**config.mk**
```make
export PLATFORM = sky130hd
export DESIGN_NAME = alarm_controller
export DESIGN_NICKNAME = d
export VERILOG_FILES = /design/src/rtl/clock_pkg.sv /design/src/rtl/btn_edge.sv /design/src/rtl/alarm_controller.sv
export SDC_FILE = /design/constraint.sdc
export NUM_CORES = 1
export LEC_CHECK = 0
export BUFFER_PORTS_ARGS = -buffer_cell sky130_fd_sc_hd__buf_2
export CORE_MARGIN = 5
export CORE_UTILIZATION = 57
export CTS_CLUSTER_SIZE = 16
export DETAILED_ROUTE_END_ITERATION = 8
export PLACE_DENSITY = 0.89
export REMOVE_ABC_BUFFERS = 1
export SLEW_MARGIN = 25
export SYNTH_ARGS = -nofsm -noshare
export SYNTH_HDL_FRONTEND = slang
export SYNTH_HIERARCHICAL = 1
export SYNTH_SLANG_ARGS = --single-unit
```
**constraint.sdc**
```tcl
create_clock -name clk -period 2.8 [get_ports clk]
set_clock_uncertainty 0.05 [all_clocks]
set_input_delay 0.28 -clock clk [delete_from_list [all_inputs] [get_ports clk]]
set_output_delay 0.28 -clock clk [all_outputs]
set_load 0.01 [all_outputs]
```
**src/rtl/clock_pkg.sv**
```systemverilog
// Shared alarm FSM state encoding and time-of-day limits.
// Latency: n/a (types and constants only).
// Backpressure: n/a.
package clock_pkg;

   typedef enum logic [1:0] {
      DISARMED = 2'd0,
      ARMED    = 2'd1,
      RINGING  = 2'd2,
      SNOOZE   = 2'd3
   } alarm_state_t;

   localparam logic [5:0] MAX_MIN     = 6'd59;
   localparam logic [5:0] MAX_HOUR    = 6'd23;
   localparam int         SEC_PER_MIN = 60;

endpackage

```
**src/rtl/btn_edge.sv**
```systemverilog
// Rising-edge detector for one debounced level button.
// Latency: pulse is combinational off the stored history; consumers act on the next clk.
// Backpressure: none; history resets to 1 so a button held through reset never fires.
module btn_edge (
   input  logic clk,
   input  logic rst_n,
   input  logic btn,
   output logic rise
);

   logic btn_q;

   always_ff @(posedge clk or negedge rst_n) begin
      if (!rst_n) btn_q <= 1'b1;
      else        btn_q <= btn;
   end

   assign rise = btn & ~btn_q;

endmodule

```
**src/rtl/alarm_controller.sv**
```systemverilog
// Alarm clock controller: alarm time edit, arm/ring/snooze FSM and buzzer blink.
// Latency: button edges and the match trigger take effect on the next clk.
// Backpressure: none; a state-leaving button wins over a coincident tick_1s.
module alarm_controller
   import clock_pkg::*;
#(
   parameter int SNOOZE_MIN     = 5,
   parameter int RING_TIMEOUT_S = 60
) (
   input  logic       clk,
   input  logic       rst_n,
   input  logic       tick_1s,
   input  logic [5:0] cur_hour,
   input  logic [5:0] cur_min,
   input  logic [5:0] cur_sec,
   input  logic       set_en,
   input  logic       pos,
   input  logic       btn_up,
   input  logic       btn_down,
   input  logic       btn_arm,
   input  logic       btn_snooze,
   input  logic       btn_dismiss,
   output logic [5:0] alarm_hour,
   output logic [5:0] alarm_min,
   output logic       armed,
   output logic       ringing,
   output logic       snoozing,
   output logic       buzzer
);

   localparam logic [7:0]  RING_LAST   = 8'(RING_TIMEOUT_S - 1);
   localparam logic [10:0] SNOOZE_LOAD = 11'(SNOOZE_MIN * SEC_PER_MIN);

   logic up_e, down_e, arm_e, snz_e, dis_e;

   btn_edge u_up  (.clk(clk), .rst_n(rst_n), .btn(btn_up),      .rise(up_e));
   btn_edge u_dn  (.clk(clk), .rst_n(rst_n), .btn(btn_down),    .rise(down_e));
   btn_edge u_arm (.clk(clk), .rst_n(rst_n), .btn(btn_arm),     .rise(arm_e));
   btn_edge u_snz (.clk(clk), .rst_n(rst_n), .btn(btn_snooze),  .rise(snz_e));
   btn_edge u_dis (.clk(clk), .rst_n(rst_n), .btn(btn_dismiss), .rise(dis_e));

   alarm_state_t state;
   logic [7:0]   ring_cnt;
   logic [10:0]  snooze_cnt;
   logic         blink;
   logic         match_q;
   logic         match;
   logic         trigger;
   logic         edit_ok;
   logic         inc;
   logic         dec;

   assign edit_ok = set_en && (state == DISARMED || state == ARMED);
   assign inc     = up_e & ~down_e;
   assign dec     = down_e & ~up_e;

   always_ff @(posedge clk or negedge rst_n) begin
      if (!rst_n) begin
         alarm_hour <= 6'd0;
         alarm_min  <= 6'd0;
      end else if (edit_ok) begin
         if (!pos) begin
            if (inc)      alarm_min <= (alarm_min == MAX_MIN) ? 6'd0 : alarm_min + 6'd1;
            else if (dec) alarm_min <= (alarm_min == 6'd0) ? MAX_MIN : alarm_min - 6'd1;
         end else begin
            if (inc)      alarm_hour <= (alarm_hour == MAX_HOUR) ? 6'd0 : alarm_hour + 6'd1;
            else if (dec) alarm_hour <= (alarm_hour == 6'd0) ? MAX_HOUR : alarm_hour - 6'd1;
         end
      end
   end

   // match_q tracks even while editing, so a match created by an edit never fires later
   assign match   = (cur_hour == alarm_hour) && (cur_min == alarm_min) && (cur_sec == 6'd0);
   assign trigger = match & ~match_q;

   always_ff @(posedge clk or negedge rst_n) begin
      if (!rst_n) begin
         state      <= DISARMED;
         ring_cnt   <= 8'd0;
         snooze_cnt <= 11'd0;
         blink      <= 1'b0;
         match_q    <= 1'b1;
      end else begin
         match_q <= match;
         case (state)
            DISARMED: begin
               if (arm_e) state <= ARMED;
            end
            ARMED: begin
               if (arm_e) begin
                  state <= DISARMED;
               end else if (trigger && !set_en) begin
                  state    <= RINGING;
                  ring_cnt <= 8'd0;
                  blink    <= 1'b1;
               end
            end
            RINGING: begin
               if (arm_e) begin
                  state <= DISARMED;
               end else if (dis_e) begin
                  state <= ARMED;
               end else if (snz_e) begin
                  state      <= SNOOZE;
                  snooze_cnt <= SNOOZE_LOAD;
               end else if (tick_1s) begin
                  if (ring_cnt == RING_LAST) state <= ARMED;
                  ring_cnt <= ring_cnt + 8'd1;
                  blink    <= ~blink;
               end
            end
            SNOOZE: begin
               if (arm_e) begin
                  state <= DISARMED;
               end else if (dis_e) begin
                  state <= ARMED;
               end else if (tick_1s) begin
                  if (snooze_cnt <= 11'd1) begin
                     state      <= RINGING;
                     snooze_cnt <= 11'd0;
                     ring_cnt   <= 8'd0;
                     blink      <= 1'b1;
                  end else begin
                     snooze_cnt <= snooze_cnt - 11'd1;
                  end
               end
            end
            default: state <= DISARMED;
         endcase
      end
   end

   assign armed    = (state != DISARMED);
   assign ringing  = (state == RINGING);
   assign snoozing = (state == SNOOZE);
   assign buzzer   = ringing & blink;

endmodule

```
==> results of run 1 <==
[synth_stat cells (3+ instances only)]
| master | number |
|---|---|
| o22ai_1 | 3 |
| inv_1 | 18 |
| or2_2 | 3 |
| o21ai_0 | 17 |
| nand2b_1 | 3 |
| and3_1 | 6 |
| nor2_1 | 29 |
| or4_1 | 3 |
| xnor2_1 | 8 |
| buf_6 | 4 |
| or3_1 | 3 |
| ha_1 | 10 |
| buf_2 | 3 |
| dfstp_2 | 6 |
| xor2_1 | 9 |
| nand3_1 | 15 |
| nand4_1 | 6 |
| o2111a_1 | 3 |
| and2_1 | 3 |
| clkbuf_1 | 10 |
| dfrtp_1 | 34 |
| nor4_1 | 3 |
| nor2b_4 | 5 |
| a41oi_1 | 5 |
| a21oi_1 | 23 |
| nor3_1 | 10 |
| nand2_1 | 15 |
| a31oi_1 | 10 |
| o22a_1 | 3 |
[state kept, by name (all words and copies together) (netlist names), 2 cells and up]
signal,count
snooze_cnt,11
ring_cnt,8
alarm_hour,6
alarm_min,6
state,2
[metal layers]
metal | vias up | global-route usage (%)
li1 | 1241 | -
met5 | - | 0
met2 | 106 | 40.15
met1 | 1286 | 29.46
met3 | 10 | 4.372
met4 | 0 | 6.250
[area by class of cell]
type | instances | share of cell area, %
Clock inverter | 3 | 1.352
Multi-Input combinational cell | 240 | 51.79
Timing Repair Buffer | 47 | 7.796
Sequential cell | 40 | 32.06
Clock buffer | 5 | 2.188
Inverter | 18 | 2.148
Tap cell | 67 | 2.665
[worst register-to-register path: stages (launching register included)]
cell and delay (ns):
dfrtp_1 0.51, xnor2_1 0.22, nand2_1 0.10, or4_4 0.55, o41ai_4 0.55, a41oi_1 0.21
[layout by cell type (no fill, tap or decap), drive strengths merged, types with 8 or more instances in the layout]
cell type	n
xnor2	8
o21ai	17
dfrtp	34
nor3	10
inv	18
a31oi	10
xor2	9
a21oi	23
ha	10
buf	47
nand2	15
nand3	15
nor2	29
[worst paths after layout]
check | from | endpoint | slack (ns) | cells after the start
worst max register to register | alarm_min[2]$_DFFE_PN0P_ | ring_cnt[7]$_DFFE_PN0P_ | 0.45 | 5
worst min-delay path | btn_snooze | u_snz/btn_q$_DFF_PN1_ | 0.03 | 1
worst max-delay path | alarm_min[2]$_DFFE_PN0P_ | ring_cnt[7]$_DFFE_PN0P_ | 0.45 | 5
min in group asynchronous | rst_n | alarm_hour[2]$_DFFE_PN0P_ | 0.05 | 1
worst min register to register | ring_cnt[0]$_DFFE_PN0P_ | ring_cnt[0]$_DFFE_PN0P_ | 0.47 | 1
max in group asynchronous | rst_n | alarm_hour[1]$_DFFE_PN0P_ | 2.06 | 1
[where the power goes]
group	switching (mW)	leakage [nW]	internal, mW
clock	0.227	0.0541	0.264
combinational	0.658	0.809	0.503
sequential	0.304	0.485	0.740
[kinds of logic after synthesis]
logic type / count (synthesis) / synth area share, %
adders and majority gates: 10 / 4.444
buffers and inverters: 37 / 6.311
AOI/OAI and AO/OA: 94 / 23.60
muxes: 3 / 1.111
xor gates and xnor gates: 17 / 5.289
and+or+nand+nor: 116 / 23.42
DFF: 40 / 35.82
==> results.cfg, run 1 <==
[power_and_ir_drop]
vdd_drop_max_mv = 0.4826
p_leak_nw = 1.348
power-per-cell-area_nw_per_um2 = 857.1
power_mw = 2.696

[floorplanning]
initial_core_util_pct = 59.21
std_cell_rows = 25
dieArea_um2 = 6444
die_x_um = 80.28
core_um2 = 4755
io_pins = 44
dieHeight_um = 80.28

[cts]
cts_max_level = 2
postCtsSetupRepairBufs = 0
clock-sinks = 40
cts_resized = 0
clk_pin_slew_worst_paths_ns = 0.09
clock_latency_ns = 0.30
cts_tree = yes
cts_buffers = 5
hold_buffers = 0
clock_path_buffers = 2
cts-root-buf = clkbuf_8

[sta]
fmax_mhz = 424.9
holdWs_ns = 0.02979
rsz0062_at_grt = no
setup_viol = 0
hold_violations = 0
setup_ws_ns = 0.4463
drv_slew = 0
finalSetupTns_ns = 0
period_share_pct = 84.06
min_period_ns = 2.354
slew_headroom_pct = 38.81
tightest_slew_ns = 0.9179

[setup_path]
cp_slowest_cell = or4_4
worstPathRequired_ns = 2.89
crit_arrival_ns = 2.45
worstSetupStartpointType = flop
worstPathMaxFanout = 11
crit_chain = xnor2_1 -> nand2_1 -> or4_4 -> o41ai_4 -> a41oi_1
end_kind = flop
worstSetupPathType = reg2reg
path_buf_inv = 0
cp_top_family = compound AO/OA/AOI/OAI gates
slowest_delay_ns = 0.55

[logic_synthesis]
seq_area_frac_synth_pct = 35.82
netlist_area_um2 = 2815
ys_ff_latch = 40
synthArstFlopShare_pct = 100.0
ys.flop_type = dfrtp_1
syn-instance-count = 317
synth_top_area_share_pct = 30.22
yosys_warnings = 6
synth_edf_count = 0
synthTopCellsByArea = dfrtp_1 30%, dfstp_2 5.6%, ha_1 4.4%, a21oi_1 4.1%, nor2_1 3.9%
synth.largest_area_cell = dfrtp_1
ys_types = 66
syn_avg_cell_area_um2 = 8.881

[drt]
drtIter0Drc = 234
first_pass_iters = 5
ant_nets = 0
route.met3.wl_um = 423
post_drt_via_cell_ratio = 6.293
top_layer_used = met4
wl_met2_um = 3574
drc = 0
wl_per_cell_um = 16.77
routed_wl_um = 7043
num_vias = 2643
wl_met1_um = 2957

[grt]
grt-ovfl-total = 0
grt_pass1_wl_um = 11700
grt_pass1_vias = 2500
grt_antenna_before_repair = 0
grt_start_max_net_pins = 41
grt_usage_pct = 23.19

[placement]
placed_cell_area_um2 = 3034
placed_cells = 412
dpl.hpwl_um = 4990
io_buffer_count = 43
detailedPlace.worstSlack_ns = 0.4654
place.gp.congestion = 0.8949

[layout]
drive_gt1_share_pct = 22.38
fin_cells = 420
nFillCells = 376
seq_area_um2 = 1008
multi_input_area_um2 = 1629
stdcell_area_um2 = 3146
fin_nets = 390
fin_util_pct = 66.16
area_delta_synth_final_pct = 11.73
num_antenna_cells = 0

[flow_run]
maxCapViolations = 0

[outcome]
status = complete, no violations

[worst_hold_path]
hold_path_class = in2reg
No activity file was read; power rests on OpenSTA's default activity.
==> run 2, diff against run 1 <==
ABC_AREA = 1   (was not set)
CORE_UTILIZATION = 58   (was 57)
PLACE_DENSITY = 0.9   (was 0.89)
clock period = 2.2 ns   (was 2.8 ns; I/O delays follow)
==> run 2 against run 1 <==
Compared with the run above: power grew 37%; first-iteration DRC count shrank 9.0%; setup slack worse by 0.29 ns; critical endpoint is now alarm_hour[2]$_DFFE_PN0P_; worst hold slack improved by 0.12 ns; sequential share of layout area down 2.5 points; sequential cell count unchanged; critical path depth up 4; combinational power increased by 60%; global-route usage down 0.19 points; clock-buffer cell count is 3 higher.
==> results.cfg, run 2 <==
[sta]
rsz0062_at_grt = no
setup_viol = 0
period_share_pct = 92.69
tightest_slew_ns = 0.5164
hold_violations = 0
slew_headroom_pct = 65.57
min_period_ns = 2.039
fmax_mhz = 490.4
drv_slew = 0
finalSetupTns_ns = 0

[drt]
routed_wl_um = 6920
wl_per_cell_um = 12.79
ant_nets = 0
first_pass_iters = 5
drtIter0Drc = 213
num_vias = 2877
drc = 0
post_drt_via_cell_ratio = 5.318

[grt]
grt_antenna_before_repair = 0
grt_pass1_wl_um = 11930
grtUsageMet3_pct = 4.276
grt_pass1_vias = 2696
grt_usage_pct = 23.00
grt-ovfl-total = 0
busiest_layer = met2
use_met1_pct = 28.64
grt_start_max_net_pins = 41
use_met2_pct = 39.74

[layout]
final_common_cell = nand2_1
fin_nets = 508
area_delta_synth_final_pct = 15.23
regMostFlops = snooze_cnt
fin_cells = 541
reg_top3 = snooze_cnt x11, ring_cnt x8
largest_register_ffs = 11
num_antenna_cells = 0
mostFrequentLayoutCells = 113 x nand2_1, 53 x nor2_1, 48 x inv_1, 42 x buf_2, 34 x dfrtp_1
fin_util_pct = 67.59
drive_gt1_share_pct = 20.59

[power_and_ir_drop]
internal-power_mw = 1.940
power_frac_clock_pct = 14.8
pwr-share-comb_pct = 50.2
switching_share_pct = 47.52
vdd_drop_max_mv = 0.6974
seq_power_share_pct = 35.0
power.switching_mw = 1.757
power-per-cell-area_nw_per_um2 = 1085
p_leak_nw = 1.721

[logic_synthesis]
synthXorXnorAreaFrac_pct = 5.626
synth_fa_ha_area_share_pct = 4.230
netlist_area_um2 = 2958
ys_types = 41
synth_top_area_share_pct = 28.76
synth_edf_count = 0
synth_common_cells = 113 x nand2_1, 53 x nor2_1, 48 x inv_1, 34 x dfrtp_1, 23 x o21ai_0
synthMuxAreaShare_pct = 0
yosys.area_share.simple_pct = 37.65
synth.largest_area_cell = dfrtp_1
synthArstFlopShare_pct = 100.0
syn-instance-count = 417
ys_ff_latch = 40
synthTopCellsByArea = dfrtp_1 29%, nand2_1 14%, nor2_1 6.7%, inv_1 6.1%, dfstp_2 5.3%
synth.most_common_cell = nand2_1
synth_compound_area_share_pct = 9.814
ys.flop_type = dfrtp_1
seq_area_frac_synth_pct = 34.09
synth_top_family_by_area = simple AND/OR/NAND/NOR gates
syn_avg_cell_area_um2 = 7.093
yosys_warnings = 6

[setup_path]
crit_arrival_ns = 2.20
crit_chain = dlygate4sd3_1 -> buf_2 -> inv_1 -> nor2_2 -> ha_1 -> nor3b_2 -> buf_4 -> nand2_1 -> o22ai_1
cp_top_family = buffers and inverters
worstSetupPathType = in2reg
worstSetupStartpointType = input pin
slowest_delay_ns = 0.53
end_kind = flop
worstPathMaxFanout = 7
path_buf_inv = 4
cp_slowest_cell = dlygate4sd3_1
worstPathRequired_ns = 2.37

[cts]
clock_path_buffers = 2
cts_resized = 0
hold_buffers = 5
cts_tree = yes
cts_buffers = 5
postCtsSetupRepairBufs = 0
cts_max_level = 2
clk_pin_slew_worst_paths_ns = 0.08
cts-root-buf = clkbuf_8
clock-sinks = 40
clock_latency_ns = 0.30

[floorplanning]
dieArea_um2 = 6628
dieHeight_um = 81.41
std_cell_rows = 26
core_um2 = 5042
io_pins = 44
die_x_um = 81.41
initial_core_util_pct = 58.66

[placement]
io_buffer_count = 43
dpl.hpwl_um = 5265
placed_cells = 527
place.gp.congestion = 0.8880

[worst_hold_path]
hold_path_class = in2reg

[outcome]
status = complete, no violations

[flow_run]
maxCapViolations = 0
## run 2: cell types whose count changed in the layout (fill, tap and decap cells not counted), sizes merged, moves of 5 or more
| cell | delta |
|---|---|
| nand3 | +9 |
| nand4 | +6 |
| a21oi | -10 |
| inv | +39 |
| a31oi | -8 |
| a41oi | -5 |
| and3 | -6 |
| dlygate4sd3 | +6 |
| nor2b | -6 |
| nand2 | +104 |
| o21ai | +9 |
| nor2 | +33 |
## run 2: cell families (layout without fill, tap and decap cells)
family	count (synthesis)	after routing
xor+xnor	19	19
fa+ha+maj	10	10
buf+inv	63	117
compound gates	51	51
simple gates	234	234
flops	40	40
## run 2: routing by layer
metal  share of wire (%)  wire (um)
met1                  43       2960
met2                  48       3324
met3                 7.0        483
met4                 2.2        152
met5                   0          0
## run 2: final cells by class
class / count / area (um^2)
timing repair buffer: 52 / 300.3
tap: 70 / 87.58
sequential: 40 / 1008
clock buffer: 8 / 100.1
multi-input combinational: 314 / 1695
fill: 420 / 1634
inverter: 57 / 216.5
## run 2: path summary, 6_finish.rpt
check	from	to	slack, ns	depth (start not counted)
max	btn_up	alarm_hour[2]$_DFFE_PN0P_	0.16	9
min	cur_hour[2]	match_q$_DFF_PN1_	0.15	4
max reg2reg	u_up/btn_q$_DFF_PN1_	alarm_hour[2]$_DFFE_PN0P_	0.27	6
min reg2reg	blink$_DFFE_PN0P_	blink$_DFFE_PN0P_	0.42	2
max in group asynchronous	rst_n	u_dn/btn_q$_DFF_PN1_	1.34	2
min in group asynchronous	rst_n	snooze_cnt[1]$_DFFE_PN0P_	0.39	2
## run 2: power groups by stage
stage               registers [mW]  clock network [mW]  logic (mW)
finish                        1.29               0.546        1.86
CTS                           1.29               0.556        1.85
global placement              1.29                   0        1.78
detailed placement            1.30                   0        1.84
global route                  1.34               0.587        2.10
floorplan                     1.28                   0        1.32
## run 2: through the flow
stage               worst slack, ns  hold WS [ns]  power, mW  cell area [um^2]
floorplan                    0.4362       -0.1256      2.593              2920
global placement             0.4612        0.2863      3.064              3246
detailed placement           0.3012        0.2882      3.133              3246
CTS                          0.1902       0.02379      3.699              3396
global route                0.06519        0.1715      4.024              3408
finish                       0.1608        0.1525      3.698              3408
## run 2: worst reg2reg max path, cell delays in order (launching register included)
cell and delay, ns:
dfstp_2 0.54, nor2_2 0.05, ha_1 0.34, nor3b_2 0.44, buf_4 0.23, nand2_1 0.06
o22ai_1 0.15
==> run 3, diff against run 2 <==
CTS_CLUSTER_SIZE = not set   (was 16)
PLACE_DENSITY = 0.81   (was 0.9)
==> run 3 against run 2 <==
Compared with the run above: critical path type unchanged; fmax is 10% higher; largest cell class unchanged; sequential cell count stayed put; highest routed layer unchanged; final area stayed put; critical path depth is 2 higher; sequential power hardly changed; combinational power hardly changed; clock power is 9.2% lower.
==> results.cfg, run 3 (synthesis gave the netlist of run 2 again) <==
[outcome]
status = complete, no violations

[layout]
fin_cells = 543
largest_register_ffs = 11
num_antenna_cells = 0
fin_nets = 510
mostFrequentLayoutCells = 113 x nand2_1, 53 x nor2_1, 48 x inv_1, 43 x buf_2, 34 x dfrtp_1
drive_gt1_share_pct = 21.14
final_common_cell = nand2_1
fin_util_pct = 67.59
regMostFlops = snooze_cnt
area_delta_synth_final_pct = 15.23
reg_top3 = snooze_cnt x11, ring_cnt x8

[drt]
drc = 0
num_vias = 2780
first_pass_iters = 4
post_drt_via_cell_ratio = 5.120
ant_nets = 0
routed_wl_um = 6733
wl_per_cell_um = 12.40
drtIter0Drc = 173

[grt]
grt_pass1_vias = 2652
grt_antenna_before_repair = 0
grt-ovfl-total = 0
grt_start_max_net_pins = 22
grt_pass1_wl_um = 11660
grt_usage_pct = 22.15

[sta]
setup_ws_ns = 0.3483
drv_slew = 0
fmax_mhz = 540.0
rsz0062_at_grt = no
setup_viol = 0
tightest_slew_ns = 0.5052
finalSetupTns_ns = 0
slew_headroom_pct = 66.32
holdWs_ns = 0.1904
period_share_pct = 84.17
hold_violations = 0
min_period_ns = 1.852

[cts]
postCtsSetupRepairBufs = 0
cts_buffers = 5
cts_resized = 0
cts_max_level = 2
clock_path_buffers = 2
cts-root-buf = clkbuf_8
hold_buffers = 6
clk_pin_slew_worst_paths_ns = 0.08
clock-sinks = 40
cts_tree = yes
clock_latency_ns = 0.29

[setup_path]
worstSetupPathType = in2reg
crit_chain = dlygate4sd3_1 -> buf_2 -> inv_1 -> nor2_2 -> inv_1 -> ha_1 -> nor3_4 -> o21a_1 -> o211ai_1 -> o21ai_0 -> inv_1
cp_top_family = buffers and inverters
cp_common_cell = inv_1
crit_arrival_ns = 1.98
end_kind = flop
rrSetupSlack_ns = 0.44
path_buf_inv = 5
worstPathRequired_ns = 2.33
worstSetupStartpointType = input pin
slowest_delay_ns = 0.52
cp_slowest_cell = dlygate4sd3_1
worstPathMaxFanout = 4

[placement]
detailedPlace.worstSlack_ns = 0.4556
dpl.hpwl_um = 5192
io_buffer_count = 43
place.gp.congestion = 0.9560
placed_cells = 529

[floorplanning]
io_pins = 44
dieArea_um2 = 6628
std_cell_rows = 26
die_x_um = 81.41
dieHeight_um = 81.41
initial_core_util_pct = 58.66
core_um2 = 5042

[power_and_ir_drop]
p_leak_nw = 1.726
vdd_drop_max_mv = 0.6786
power-per-cell-area_nw_per_um2 = 1062

[flow_run]
maxCapViolations = 0

[worst_hold_path]
hold_path_class = in2reg
## run 3: layer usage
layer  vias to the layer above  GRT usage, %  part of all wire, %
li1                       1444             -                    -
met1                      1246         30.08                   44
met2                        78         36.24                   49
met3                        12         3.618                  5.2
met4                         0         6.757                  1.6
met5                         -             0                    0
## run 3: per-stage QoR
stage	area [um^2]	total power [mW]
detailed placement	3261	3.117
finish	3408	3.620
global placement	3261	3.066
floorplan	2920	2.593
CTS	3408	3.633
global route	3408	3.956
## run 3: cell type report
cell class	instances	area (um^2)
clock buffers	5	68.82
clock inverters	3	18.77
fillers	429	1634
inverters	57	216.5
multi-input cells	314	1695
flip-flops and latches	40	1008
well taps	70	87.58
repair buffers	54	312.8
## run 3: final timing paths
check | start | to | depth (start not counted)
setup / recovery | btn_down | alarm_min[4]$_DFFE_PN0P_ | 11
hold / removal | cur_hour[4] | match_q$_DFF_PN1_ | 4
setup reg to reg | alarm_hour[0]$_DFFE_PN0P_ | alarm_hour[4]$_DFFE_PN0P_ | 10
hold reg to reg | blink$_DFFE_PN0P_ | blink$_DFFE_PN0P_ | 2
max in group asynchronous | rst_n | u_up/btn_q$_DFF_PN1_ | 3
min in group asynchronous | rst_n | snooze_cnt[2]$_DFFE_PN0P_ | 2
## run 3: worst reg2reg max path: cells and delay by family (launching register included)
kind | cells | cell delay [ns]
buffers and inverters | 2 | 0.20
XOR/XNOR | 1 | 0.14
flip-flops | 1 | 0.45
adder cells (fa/ha/maj) | 1 | 0.19
AO/OA/AOI/OAI | 3 | 0.29
AND/OR/NAND/NOR | 3 | 0.31
## run 3: where the power goes
group / switching (mW) / leakage, nW / internal [mW] / total, mW
registers: 0.339 / 0.487 / 0.947 / 1.29
logic: 1.13 / 1.19 / 0.710 / 1.84
clock network: 0.275 / 0.0479 / 0.221 / 0.496
total: 1.74 / 1.73 / 1.88 / 3.62
